### src/rtl/reset_gen.sv
// Reset source generator: merges external, software and watchdog reset sources
// into one stretched reset and releases core before peripherals.
module reset_gen #(
  parameter int STRETCH_CYCLES = 16,
  parameter int SEQ_GAP        = 4,
  parameter int WDT_W          = 24
) (
  input  logic             i_clk,
  input  logic             i_rst,
  input  logic             i_soft_rst,
  input  logic             i_wdt_en,
  input  logic             i_wdt_kick,
  input  logic [WDT_W-1:0] i_wdt_limit,
  output logic             o_rst_core,
  output logic             o_rst_periph,
  output logic [1:0]       o_cause,
  output logic             o_busy
);

  localparam int MAXC = (STRETCH_CYCLES > SEQ_GAP) ? STRETCH_CYCLES : SEQ_GAP;
  localparam int CW   = (MAXC > 2) ? $clog2(MAXC) : 1;

  typedef enum logic [1:0] {HOLD, GAP, RUN} state_t;

  state_t           state, state_nxt;
  logic [CW-1:0]    cnt, cnt_nxt;
  logic [WDT_W-1:0] wdt_cnt, wdt_nxt;
  logic [1:0]       cause_nxt;
  logic             wdt_active, wdt_timeout, trigger;

  // The >= compare makes a limit lowered below the running count fire at once.
  assign wdt_active  = (state == RUN) && i_wdt_en && (i_wdt_limit != '0);
  assign wdt_timeout = wdt_active && (wdt_cnt >= i_wdt_limit) && !i_wdt_kick;
  assign trigger     = i_soft_rst || wdt_timeout;

  always_comb begin
    state_nxt = state;
    cnt_nxt   = cnt;
    cause_nxt = o_cause;
    if (trigger) begin
      state_nxt = HOLD;
      cnt_nxt   = '0;
      cause_nxt = wdt_timeout ? 2'b11 : 2'b10;
    end else begin
      case (state)
        HOLD: begin
          if (cnt == CW'(STRETCH_CYCLES - 1)) begin
            state_nxt = GAP;
            cnt_nxt   = '0;
          end else begin
            cnt_nxt = cnt + CW'(1);
          end
        end
        GAP: begin
          if (cnt == CW'(SEQ_GAP - 1)) begin
            state_nxt = RUN;
            cnt_nxt   = '0;
          end else begin
            cnt_nxt = cnt + CW'(1);
          end
        end
        RUN:     cnt_nxt = '0;
        default: begin
          state_nxt = HOLD;
          cnt_nxt   = '0;
        end
      endcase
    end
  end

  // Watchdog saturates at the limit instead of wrapping.
  always_comb begin
    wdt_nxt = wdt_cnt;
    if (!wdt_active || i_wdt_kick) begin
      wdt_nxt = '0;
    end else if (wdt_cnt < i_wdt_limit) begin
      wdt_nxt = wdt_cnt + WDT_W'(1);
    end
  end

  // Outputs are flops fed from the next state so they cannot glitch.
  always_ff @(posedge i_clk or posedge i_rst) begin
    if (i_rst) begin
      state        <= HOLD;
      cnt          <= '0;
      wdt_cnt      <= '0;
      o_cause      <= 2'b01;
      o_rst_core   <= 1'b1;
      o_rst_periph <= 1'b1;
      o_busy       <= 1'b1;
    end else begin
      state        <= state_nxt;
      cnt          <= cnt_nxt;
      wdt_cnt      <= wdt_nxt;
      o_cause      <= cause_nxt;
      o_rst_core   <= (state_nxt == HOLD);
      o_rst_periph <= (state_nxt != RUN);
      o_busy       <= (state_nxt != RUN);
    end
  end

endmodule

### config.mk
export PLATFORM = sky130hd
export DESIGN_NAME = reset_gen
export DESIGN_NICKNAME = d
export VERILOG_FILES = /design/src/rtl/reset_gen.sv
export SDC_FILE = /design/constraint.sdc
export NUM_CORES = 1
export LEC_CHECK = 0
export ABC_AREA = 1
export BUFFER_PORTS_ARGS = -buffer_cell sky130_fd_sc_hd__buf_2
export CORE_ASPECT_RATIO = 1.25
export CORE_MARGIN = 8
export CORE_UTILIZATION = 58
export CTS_CLUSTER_SIZE = 28
export DETAILED_ROUTE_END_ITERATION = 6
export GPL_TIMING_DRIVEN = 0
export PLACE_DENSITY = 0.9
export SYNTH_ARGS = -nofsm -noshare
export SYNTH_HDL_FRONTEND = slang
export SYNTH_SLANG_ARGS = --single-unit
### constraint.sdc
create_clock -name i_clk -period 2.6 [get_ports i_clk]
set_clock_uncertainty 0.05 [all_clocks]
set_input_delay 0.39 -clock i_clk [delete_from_list [all_inputs] [get_ports i_clk]]
set_output_delay 0.39 -clock i_clk [all_outputs]
set_load 0.005 [all_outputs]
==> run metrics, run 1 <==
Inserted Diodes=0; antenna violations before repair=0; Post-Syn Area=~2800 µm²; total routing resource utilization after global routing=0.205; met1 global-route usage=0.220; total DRC errors in the routed layout=0; prevailing post-synth register cell=sky130_fd_sc_hd__dfrtp_1; Overflow after GRT=0; dominant cell by count in the synthesized netlist=sky130_fd_sc_hd__nand2_1; ranking of synthesized cells by instance count=sky130_fd_sc_hd__nand2_1, sky130_fd_sc_hd__inv_1, sky130_fd_sc_hd__nor2_1, sky130_fd_sc_hd__dfrtp_1, sky130_fd_sc_hd__nand3_1; CP Cell Sequence=ha_1, nand2_1, inv_1, nand2_1, a21boi_0, nor2_1, nand3_4, nand2_4, buf_2, nand2_1, o21ai_0; Gates resized, CTS repair=0; Adder-Cell Fraction of Synth Area=0.115; Vias=approximately 2700; Longest Clk Path Bufs=2; max_cap viols=0; crit share post-route=0.854; starting utilization of the core area=0.599; Sink Count=34; final instance count without filler cells=515; areal power density over the cells=around 350 nW/µm²; top cell type's share of synthesized area=0.274; met2 Usage GRT=0.358; synthesis-to-finish area growth=12.5%; Post-Place Cells=507; hold bufs inserted after CTS=0; mux contribution to synthesized area=0; synthesized-area fraction occupied by xor and xnor cells=0.0525; achievable frequency=450 MHz; Cell Rows=28; first drt pass iteration count=4; register area share after synthesis=0.302; H-tree depth=2; compound-cell area share of the yosys netlist=0.0614; max incr delay on CP=0.44 ns; cell mode on critical path=sky130_fd_sc_hd__nand2_1; cell with the largest stage delay on the worst path=sky130_fd_sc_hd__dfrtp_1; clock transition at the register clock pins on the worst setup and hold paths after CTS=around 0.080 ns; worst hold-check path type=input port to asynchronous set/reset pin; Final Hold Viols=0; full die area=roughly 7400 µm²; number of nets at the end of the flow=approximately 510; relative slew slack=0.537; number of buffers added by the clock tree synthesis step=5; DPL Wire Length=5600 µm; synthesized netlist cell count=approximately 410; share of async-settable or async-resettable flops after synthesis=1.00; CORE AREA=between 4000 and 5000 µm²; die outline height=about 94 µm; die width=78.5 µm; number of global-route vias before repair=between 2000 and 3000; most congested layer reported by global routing=met2; setup repair after global routing missed its margin=false; synthesis warning total=0; fraction of layout cells with a size suffix above 1=0.141; Top Ports=34; placed cell area=3070 µm²; Mapped Avg Cell Area=around 6.8 µm²; final standard cell utilization of the core=0.674; final setup violation count=0; Post-synth EDFFs=0; pin count of the biggest net entering global routing=35; Setup crit end kind=flop; Final Routed Wirelength=~7000 µm; number of routed nets with antenna violations=0; CP required=around 2.8 ns; Yosys top cell by area=sky130_fd_sc_hd__dfrtp_1; count of buffers inserted at the top-level ports=33; setup slack of the worst register-to-register path=about 0.38 ns; clock tree from TritonCTS=built; Clk Tree Root Cell=sky130_fd_sc_hd__clkbuf_8; average wire per standard cell=about 14 µm; Post-Syn Nets=around 470; result of the run=finished, final reports clean; Worst Hold Slack=0.151 ns; placer congestion estimate=1.00; worst slew pin tran=about 0.69 ns; first-pass GRT wire length=12300 µm; total setup buffers inserted after CTS=0; type of the worst setup path=flop to flop; Setup crit start kind=flop; flops & latches, synth=34; maximum fanout along the worst path=10; Finished Cell Area=between 3000 and 4000 µm²; simple-gate portion of the synthesized area=0.363; final max-slew violation count=0; M3 GR Usage=0.0450; final setup TNS=0 ns; Yosys cell types=33; Static Leakage=approximately 1.6 nW; largest family of logic cells by synthesized area=simple AND/OR/NAND/NOR gates; filler cell count in the final layout=roughly 430; post-layout min period=2.22 ns; drt first-iter violations=around 120; maximum resistive drop on vdd=about 0.36 mV; post-DR vias/cell=roughly 5.3; signal arrival time at the worst endpoint=between 2 and 2.5 ns; clock insertion delay at the later pin of the skew report=0.29 ns; ranking of synthesized cells by area=sky130_fd_sc_hd__dfrtp_1, sky130_fd_sc_hd__nand2_1, sky130_fd_sc_hd__ha_1, sky130_fd_sc_hd__inv_1, sky130_fd_sc_hd__nor2_1
-- stage by stage --
stage,setup slack [ns],power (mW)
after floorplan,0.744,0.598
after global placement,0.334,0.629
after detailed placement,0.270,0.634
after CTS,0.376,1.13
after global routing,0.195,1.16
final,0.380,1.12
-- cell families (layout without fill, tap and decap cells) --
family,Yosys count,after routing
compound gates,32,32
fa+ha+maj,26,26
xor+xnor,17,17
buf+inv,73,114
flops,34,34
simple gates,232,232
-- layout by cell type, fill, tap and decap left out, types with 2 or more instances in the layout --
cell,Yosys,routed
sky130_fd_sc_hd__nand2_1,112,112
sky130_fd_sc_hd__inv_1,64,63
sky130_fd_sc_hd__nor2_1,59,59
sky130_fd_sc_hd__buf_2,2,35
sky130_fd_sc_hd__dfrtp_1,31,31
sky130_fd_sc_hd__nand3_1,30,30
sky130_fd_sc_hd__ha_1,26,26
sky130_fd_sc_hd__o21ai_0,16,16
sky130_fd_sc_hd__xor2_1,16,16
sky130_fd_sc_hd__a21oi_1,11,11
sky130_fd_sc_hd__nand4_1,10,10
sky130_fd_sc_hd__nor3_1,9,9
sky130_fd_sc_hd__clkbuf_8,0,5
sky130_fd_sc_hd__nand3_2,3,3
sky130_fd_sc_hd__dfstp_2,3,3
sky130_fd_sc_hd__a21o_1,2,2
sky130_fd_sc_hd__inv_2,1,2
sky130_fd_sc_hd__nand2_4,2,2
sky130_fd_sc_hd__buf_6,2,2
sky130_fd_sc_hd__clkinvlp_4,0,2
-- critical path, delay by kind of cell (launching register included) --
family	cells	cell delay (ns)
compound gates	2	0.18
fa+ha+maj	1	0.32
buf+inv	2	0.27
flops	1	0.44
simple gates	6	0.85
-- routing by layer --
layer	routed length, µm	up-vias
li1	-	1388
met1	2810	1219
met2	3480	96
met3	395	28
met4	320	0
met5	0	-
-- state kept, by name, indices dropped and copies added, names as in the netlist --
name and flops:
state 2, wdt_cnt 24, o_busy 1, cnt 4, o_rst_core 1, o_cause 2
-- report_power, final --
part	internal [mW]	leakage [nW]	switching [mW]	total (mW)
combinational	0.0356	1.11	0.0513	0.0869
clock	0.285	0.0504	0.212	0.497
sequential	0.533	0.457	0.00284	0.535
-- layout make-up --
class | count | area, µm² | area share
buffer | 7 | 48.8 | 0.0153
clock buffer | 5 | 68.8 | 0.0216
clock inverter | 3 | 45.0 | 0.0141
inverter | 66 | 253 | 0.0793
multi-input combinational | 307 | 1680 | 0.526
sequential | 34 | 855 | 0.268
tap | 60 | 75.1 | 0.0235
timing repair buffer | 33 | 165 | 0.0518
-- path summary, 6_finish.rpt --
check,startpoint,endpoint,depth (start not counted)
max,wdt_cnt[19]$_DFFE_PP0P_,wdt_cnt[3]$_DFFE_PP0P_,11
min,i_rst,wdt_cnt[8]$_DFFE_PP0P_,2
max reg2reg,wdt_cnt[19]$_DFFE_PP0P_,wdt_cnt[3]$_DFFE_PP0P_,11
min reg2reg,o_cause[1]$_DFFE_PP0N_,o_cause[1]$_DFFE_PP0N_,1
max in group asynchronous,i_rst,wdt_cnt[23]$_DFFE_PP0P_,2
min in group i_clk,i_soft_rst,o_cause[0]$_DFFE_PP1N_,4
Note: power is estimated with default switching activity, not from simulation.
==> run 2, diff against run 1 <==
BUFFER_PORTS_ARGS = unset   (was -buffer_cell sky130_fd_sc_hd__buf_2)
CTS_CLUSTER_DIAMETER = 150   (was unset)
DONT_BUFFER_PORTS = 1   (was unset)
PLACE_DENSITY = 0.84   (was 0.9)
clock period = 2.8 ns   (was 2.6 ns; I/O delays follow)
==> run metrics, run 2 (synthesis gave the netlist of run 1 again) <==
pin count of the biggest net entering global routing=35 (unchanged); buffering stage count on the worst path with inverters included=2 (unchanged); commonest cells after routing, fill and taps aside=sky130_fd_sc_hd__nand2_1, sky130_fd_sc_hd__inv_1, sky130_fd_sc_hd__nor2_1; antenna violations before repair=0 (unchanged); max incr delay on CP=0.43 ns (about the same); Largest regs=wdt_cnt: 24 flops, cnt: 4 flops; Longest Clk Path Bufs=2 (unchanged); average wire per standard cell=13.6 µm (about the same); footprint of the flip-flops and latches=855 µm² (unchanged); Final Routed Wirelength=6560 µm (-6.3%); count of buffers inserted at the top-level ports=0 (-100%); maximum resistive drop on vdd=0.228 mV (-36%); placement-stage worst setup slack=0.582 ns (+0.312 ns); clock transition at the register clock pins on the worst setup and hold paths after CTS=0.08 ns (about the same); Top Ports=34 (unchanged); synthesis-to-finish area growth=6.00%; post-DR vias/cell=5.31 (+0.20%); filler cell count in the final layout=444 (+4.5%); CP required=2.95 ns (+0.20 ns); Static Leakage=1.49 nW (-7.9%); CORE AREA=4730 µm² (unchanged); post-layout min period=2.15 ns (-0.0671 ns); Setup crit start kind=flop; multi-input logic area=1680 µm² (unchanged); Final Hold Viols=0 (unchanged); die outline height=94.2 µm (unchanged); first drt pass iteration count=4 (unchanged); final setup violation count=0 (unchanged); worst slew pin tran=0.706 ns (+0.0124 ns); register ranked first by flip-flop count=wdt_cnt; total power consumption of the routed design=0.941 mW (-16%); full die area=7390 µm² (unchanged); max FFs per register=24 (unchanged); signal arrival time at the worst endpoint=2.30 ns (-0.07 ns); die width=78.5 µm (unchanged); CP Cell Sequence=ha_1, nand2_1, inv_1, nand2_1, a21boi_0, nor2_1, nand3_4, nand2_4, buf_2, nand2_1, o21ai_0; number of global-route vias before repair=2493 (-14%); Setup crit end kind=flop; placed cell area=2910 µm² (-5.4%); Cell Rows=28 (unchanged); clock tree from TritonCTS=built; maximum fanout along the worst path=10 (unchanged); number of nets at the end of the flow=476 (-6.5%); Vias=2561 (-6.2%); crit share post-route=0.769 (-0.0850); areal power density over the cells=313 nW/µm² (-11%); cell mode on critical path=sky130_fd_sc_hd__nand2_1; Post-Place Cells=474 (-6.5%); total DRC errors in the routed layout=0 (unchanged); placer congestion estimate=0.989 (-1.1%); final standard cell utilization of the core=0.635 (-0.0389); final setup TNS=0 ns (unchanged); hold bufs inserted after CTS=0 (unchanged); fraction of layout cells with a size suffix above 1=0.0735 (-0.0672); first-pass GRT wire length=11000 µm (-11%); cell family with most CP delay=simple AND/OR/NAND/NOR gates; final max-slew violation count=0 (unchanged); Clk Tree Root Cell=sky130_fd_sc_hd__clkbuf_8; number of buffers added by the clock tree synthesis step=5 (unchanged); type of the worst setup path=flop to flop; Inserted Diodes=0 (unchanged); Worst Hold Slack=0.0672 ns (-0.0833 ns); Gates resized, CTS repair=0 (unchanged); setup repair after global routing missed its margin=false; clock insertion delay at the later pin of the skew report=0.30 ns (about the same); result of the run=finished, final reports clean; cell with the largest stage delay on the worst path=sky130_fd_sc_hd__dfrtp_1; final instance count without filler cells=482 (-6.4%); total routing resource utilization after global routing=0.187 (-0.0186); achievable frequency=464 MHz (+3.1%); number of routed nets with antenna violations=0 (unchanged); DPL Wire Length=5360 µm (-4.3%); relative slew slack=0.528 (-0.00828); commonest non-fill, non-tap cell in the layout=sky130_fd_sc_hd__nand2_1; Overflow after GRT=0 (unchanged); total setup buffers inserted after CTS=0 (unchanged); final worst setup slack=0.647 ns (+0.267 ns); drt first-iter violations=163 (+41%); H-tree depth=2 (unchanged); Finished Cell Area=3000 µm² (-5.8%); max_cap viols=0 (unchanged); worst hold-check path type=input port to asynchronous set/reset pin; starting utilization of the core area=0.599 (unchanged); Sink Count=34 (unchanged)
-- run 2: area by class of cell --
type / instances / share of cell area
buffer: 7 / 0.0162
clock buffer: 6 / 0.0275
clock inverter: 2 / 0.00416
inverter: 66 / 0.0841
multi-input combinational: 307 / 0.559
sequential: 34 / 0.284
tap: 60 / 0.0250
-- run 2: final timing paths --
check | startpoint | endpoint | slack (ns) | cells past startpoint
worst max-delay path | wdt_cnt[19]$_DFFE_PP0P_ | wdt_cnt[7]$_DFFE_PP0P_ | 0.65 | 11
worst min-delay path | i_rst | wdt_cnt[11]$_DFFE_PP0P_ | 0.07 | 1
worst max register to register | wdt_cnt[19]$_DFFE_PP0P_ | wdt_cnt[7]$_DFFE_PP0P_ | 0.65 | 11
worst min register to register | o_cause[0]$_DFFE_PP1N_ | o_cause[0]$_DFFE_PP1N_ | 0.44 | 2
max in group asynchronous | i_rst | wdt_cnt[19]$_DFFE_PP0P_ | 2.17 | 1
min in group i_clk | i_soft_rst | o_cause[0]$_DFFE_PP1N_ | 0.25 | 3
-- run 2: worst register-to-register path, delay by kind of cell (launching register included) --
kind	cells	cell delay, ns
simple gates	6	0.82
flops	1	0.43
buf+inv	2	0.27
fa+ha+maj	1	0.32
compound gates	2	0.17
-- run 2: layer usage --
metal / vias to the layer above / routed length, µm / GRT usage
met5: - / 0 / 0
met4: 0 / 201 / 0.104
met3: 14 / 416 / 0.0450
met2: 77 / 3320 / 0.336
met1: 1149 / 2620 / 0.193
li1: 1321 / - / -
-- run 2: power breakdown --
part           internal, mW  leakage (nW)  switching (mW)  total [mW]
Sequential            0.495         0.457         0.00241       0.497
Clock                 0.197        0.0472           0.184       0.381
Combinational        0.0203         0.986          0.0421      0.0623
Total                 0.713          1.49           0.228       0.941
